--- config.mk ---
export PLATFORM = sky130hd
export DESIGN_NAME = gjc_ser10
export DESIGN_NICKNAME = d
export VERILOG_FILES = /design/src/rtl/gjc_ser_pkg.sv /design/src/rtl/gjc_ser_skid.sv /design/src/rtl/gjc_ser10.sv
export SDC_FILE = /design/constraint.sdc
export NUM_CORES = 1
export LEC_CHECK = 0
export CORE_AREA = 2 2 84 86
export CTS_BUF_LIST = sky130_fd_sc_hd__clkbuf_8
export CTS_CLUSTER_SIZE = 40
export DETAILED_ROUTE_END_ITERATION = 10
export DIE_AREA = 0 0 86 88
export DONT_BUFFER_PORTS = 1
export PLACE_DENSITY = 0.51
export SYNTH_ARGS = -nofsm -noshare
export SYNTH_HDL_FRONTEND = slang
export SYNTH_SLANG_ARGS = --single-unit
export TNS_END_PERCENT = 100
--- constraint.sdc ---
create_clock -name clkGHz -period 5.27 [get_ports clkGHz]
set_clock_uncertainty 0.15 [all_clocks]
set_input_delay 1.054 -clock clkGHz [delete_from_list [all_inputs] [get_ports clkGHz]]
set_output_delay 1.054 -clock clkGHz [all_outputs]
set_load 0.01 [all_outputs]
--- src/rtl/gjc_ser_pkg.sv ---
// Shared constants, state type and frame builder for the gjc_ser10 serializer.
// Define SER_PARITY_EN to append an even-parity bit to every frame.
package gjc_ser_pkg;

    localparam int WORD_W = 10;
    localparam int CNT_W  = 16;
    localparam int BIT_W  = 4;

`ifdef SER_PARITY_EN
    localparam int FRAME_LEN = 11;
`else
    localparam int FRAME_LEN = 10;
`endif

    typedef enum logic {
        IDLE,
        SHIFT
    } state_t;

    // Bit 0 of the frame goes out first.
    function automatic logic [FRAME_LEN-1:0] build_frame(
        input logic [WORD_W-1:0] w
    );
`ifdef SER_PARITY_EN
        return {^w, w};
`else
        return w;
`endif
    endfunction

endpackage

--- src/rtl/gjc_ser_skid.sv ---
// One-entry pending register in front of the shift register.
// ready_o is high whenever the pending slot is empty.
module gjc_ser_skid
    import gjc_ser_pkg::*;
(
    input  logic              clkGHz,
    input  logic              reset,
    input  logic [WORD_W-1:0] word_i,
    input  logic              valid_i,
    input  logic              pop,
    output logic              ready_o,
    output logic              avail,
    output logic [WORD_W-1:0] word_o
);

    logic              full;
    logic [WORD_W-1:0] data;
    logic              accept;
    logic              direct;

    assign ready_o = ~full;
    assign accept  = valid_i & ~full & ~reset;
    assign avail   = full | accept;
    assign word_o  = full ? data : word_i;

    // An accepted word bypasses the slot when the shifter takes it at once.
    assign direct  = pop & ~full;

    always_ff @(posedge clkGHz) begin
        if (reset) begin
            full <= 1'b0;
            data <= '0;
        end else if (accept && !direct) begin
            full <= 1'b1;
            data <= word_i;
        end else if (pop && full) begin
            full <= 1'b0;
        end
    end

endmodule

--- src/rtl/gjc_ser10.sv ---
// LSB-first 10-bit serializer with gapless back-to-back frames.
// Define SER_PARITY_EN for 11-bit frames carrying an even-parity bit.
module gjc_ser10
    import gjc_ser_pkg::*;
(
    input  logic              clkGHz,
    input  logic              reset,
    input  logic [WORD_W-1:0] word_i,
    input  logic              valid_i,
    output logic              ready_o,
    output logic              data_o,
    output logic              enable_n,
    output logic [CNT_W-1:0]  words_sent_o
);

    state_t               state;
    state_t               state_nx;
    logic [FRAME_LEN-1:0] shreg;
    logic [BIT_W-1:0]     bitcnt;
    logic [CNT_W-1:0]     sent;
    logic                 avail;
    logic                 take;
    logic                 last;
    logic [WORD_W-1:0]    next_word;

    gjc_ser_skid u_skid (
        .clkGHz  (clkGHz),
        .reset   (reset),
        .word_i  (word_i),
        .valid_i (valid_i),
        .pop     (take),
        .ready_o (ready_o),
        .avail   (avail),
        .word_o  (next_word)
    );

    assign last = (state == SHIFT) &&
                  (bitcnt == BIT_W'(FRAME_LEN - 1));
    assign take = avail && ((state == IDLE) || last);

    always_ff @(posedge clkGHz) begin
        if (reset) begin
            state <= IDLE;
        end else begin
            state <= state_nx;
        end
    end

    always_comb begin
        state_nx = state;
        unique case (state)
            IDLE:  if (avail) state_nx = SHIFT;
            SHIFT: if (last && !avail) state_nx = IDLE;
        endcase
    end

    always_ff @(posedge clkGHz) begin
        if (reset) begin
            shreg  <= '0;
            bitcnt <= '0;
            sent   <= '0;
        end else begin
            if (take) begin
                shreg  <= build_frame(next_word);
                bitcnt <= '0;
            end else if (last) begin
                shreg  <= '0;
                bitcnt <= '0;
            end else if (state == SHIFT) begin
                shreg  <= shreg >> 1;
                bitcnt <= bitcnt + BIT_W'(1);
            end
            if (last) begin
                sent <= sent + CNT_W'(1);
            end
        end
    end

    assign data_o       = (state == SHIFT) & shreg[0];
    assign enable_n     = (state != SHIFT);
    assign words_sent_o = sent;

endmodule
==> flow_summary.yaml <==
place:
  dpl_cell_area_um2: 1990
  io_buffer_count: 0
  dp_hpwl_mm: 2.74
  routabilityCongestion: 0.776
power:
  leakage_nw: 0.671
  ir_drop_mv: 0.0910
  p_per_area_nw_per_um2: 284
synthesis:
  ys_warn_count: 0
  avgSynthCellArea_um2: 8.54
  yosys.cell_count.top_type: "dfxtp_1"
  postSynthCellCount: 230
  yosysTopAreaCell: "dfxtp_1"
  yosysUniqueCellTypes: 36
  ys_top_cells_by_count: "dfxtp_1, nand2_1, nor2_1"
  async_flop_share_pct: 0
  synthesis.nets: 246
  netlist_area_um2: 1960
  ys_seq_area_share_pct: 42.8
  synth_edf_count: 0
  synth_flop_cell: "dfxtp_1"
  synthTopCellsByArea: "dfxtp_1, mux2i_1, nand2_1, nor2_1, o311a_1"
  ys_ff_latch: 42
  synth_top_area_share_pct: 42.8
drt:
  via_count: 1564
  wl_per_cell_um: 13.6
  vias_per_cell: 5.20
  drc: 0
  drt_first_iter_violations: 105
  drtAntennaViolNets: 0
  routed_wirelength_mm: 4.09
  drt-pass1-iter-count: 4
sta:
  worstMarginPinSlew_ns: 0.815
  post-route-period-util_pct: 50.1
  rsz0062_at_grt: "no"
  setup_violations: 0
  slew_headroom_pct: 45.4
  tns_ns: 0
  final_hold_viol_count: 0
  fmax_mhz: 378
  final_max_slew_viol_count: 0
  period_minus_slack_ns: 2.64
final_layout:
  drive_above_1_share_pct: 5.43
  diodes: 0
  nets: 238
  fin_area_um2: 2070
  syn_to_final_growth_pct: 5.61
  nFillCells: 689
  final_core_util_pct: 31.2
min_path:
  hold_class: "flip-flop to flip-flop"
  min_from: "u_skid.data[9]"
  min_to: "u_skid.data[9]"
  worstHoldPathCells: 2
clocking:
  clk_latency_ns: 0.29
  post_cts_buffers: 0
  cts.sinks: 42
  clkSlewWorstSetupHoldPaths_ns: 0.08
  cts_buffers: 5
  holdBufCountCts: 0
  cts_tree: "built"
  cts_max_level: 2
  cts-root-buf: "clkbuf_8"
  cts-resized-gates: 0
  clock_path_buffers: 2
worst_setup_path:
  worst_setup_path_end_kind: "output pin"
  rr_endpoint: "words_sent_o[14]"
  r2r_cells: 5
  critPathArrivalTime_ns: 1.44
  critPathTopFamily: "flip-flops"
  start_kind: "flip-flop"
  crit_fanout: 24
  cp_slowest_cell: "dfxtp_1"
  timing.rr.start: "bitcnt[0]"
  rrSetupSlack_ns: 2.82
  max_stage_delay_ns: 0.85
  cp_num_buf_inv: 0
  cp.depth: 1
  criticalPathCategory: "flip-flop to output pin"
  crit_start: "state"
  worstPathCellList: "and2_1"
  required_ns: 4.07
floorplan:
  coreArea_um2: 6640
  rows: 30
  dieArea_um2: 7570
  io_pins: 32
  die_y_um: 88
  initial_core_util_pct: 29.5
  die_w_um: 86
status:
  outcome: "complete, no violations"
grt:
  grt_pass1_vias: 1387
  grt_usage_pct: 11.4
  grt_use_met2_pct: 17.8
  grt_pass1_wl_mm: 6.80
  grt-ovfl-total: 0
  antenna_found_initial: 0
  grt_util_met1_pct: 14.2
  top_usage_layer: "met2"
  grt_max_degree: 43
  use_met3_pct: 4.15
run:
  cap_violations: 0
==> routing by layer <==
| layer | vias up | wire length [µm] |
|---|---|---|
| met5 | - | 0 |
| met4 | 0 | 69 |
| met3 | 6 | 212 |
| met2 | 23 | 1950 |
| met1 | 738 | 1860 |
| li1 | 797 | - |
==> kinds of logic (layout without fill, tap and decap cells) <==
kind of cell | count (synthesis) | after routing | synth area share, %
buf+inv | 21 | 12 | 4.84
compound gates | 35 | 35 | 11.9
fa+ha+maj | 3 | 3 | 1.91
xor+xnor | 11 | 11 | 4.91
flops | 42 | 42 | 42.8
simple gates | 105 | 105 | 26.9
mux | 13 | 13 | 6.76
==> worst min-delay path: stages, from the launching register on <==
cell	delay, ns
dfxtp_1	0.31
nand2_1	0.05
a21oi_1	0.05
==> stage by stage <==
stage	instances	power [mW]	hold WS, ns	worst slack, ns
floorplan	230	0.387	0.286	2.98
global placement	295	0.389	0.285	2.72
detailed placement	295	0.389	0.292	2.71
CTS	301	0.599	0.303	2.59
global route	301	0.619	0.320	2.50
finish	301	0.589	0.299	2.63
==> cells in the final DEF (no fill, tap or decap), types with 5 or more instances in the layout <==
| cell | count |
|---|---|
| o311a_1 | 9 |
| inv_1 | 6 |
| or3_1 | 6 |
| nor2_1 | 25 |
| nor3_1 | 12 |
| clkbuf_8 | 6 |
| xnor2_1 | 8 |
| a21oi_1 | 17 |
| mux2i_1 | 11 |
| dfxtp_1 | 42 |
| nand2_1 | 26 |
| o21ai_0 | 5 |
| nand3_1 | 15 |
==> state kept, by name (all words and copies together), names as in the netlist <==
register / count
u_skid.full: 1
bitcnt: 4
shreg: 10
u_skid.data: 10
words_sent_o: 16
state: 1
==> cell type report <==
cell class | instances | area (µm²) | share of cell area [%]
multi-input cells | 167 | 1030 | 49.5
flip-flops and latches | 42 | 841 | 40.6
well taps | 80 | 100 | 4.83
inverters | 6 | 22.5 | 1.09
clock buffers | 6 | 82.6 | 3.98
==> worst max path at each step <==
| stage | endpoint | slack, ns |
|---|---|---|
| 4_1_cts | data_o | 2.59 |
| 3_5_place_dp | bitcnt[1] | 2.71 |
| 5_1_grt | data_o | 2.50 |
| 2_1_floorplan | shreg[2] | 2.98 |
| 6_report | data_o | 2.63 |
| 3_3_place_gp | bitcnt[1] | 2.72 |
==> report_power, final <==
| group | total (mW) | switching (mW) | internal (mW) |
|---|---|---|---|
| Combinational | 0.0431 | 0.0233 | 0.0197 |
| Clock | 0.207 | 0.106 | 0.101 |
| Sequential | 0.338 | 0.0103 | 0.328 |
| Total | 0.589 | 0.140 | 0.449 |
Note: power is estimated with default switching activity, not from simulation.
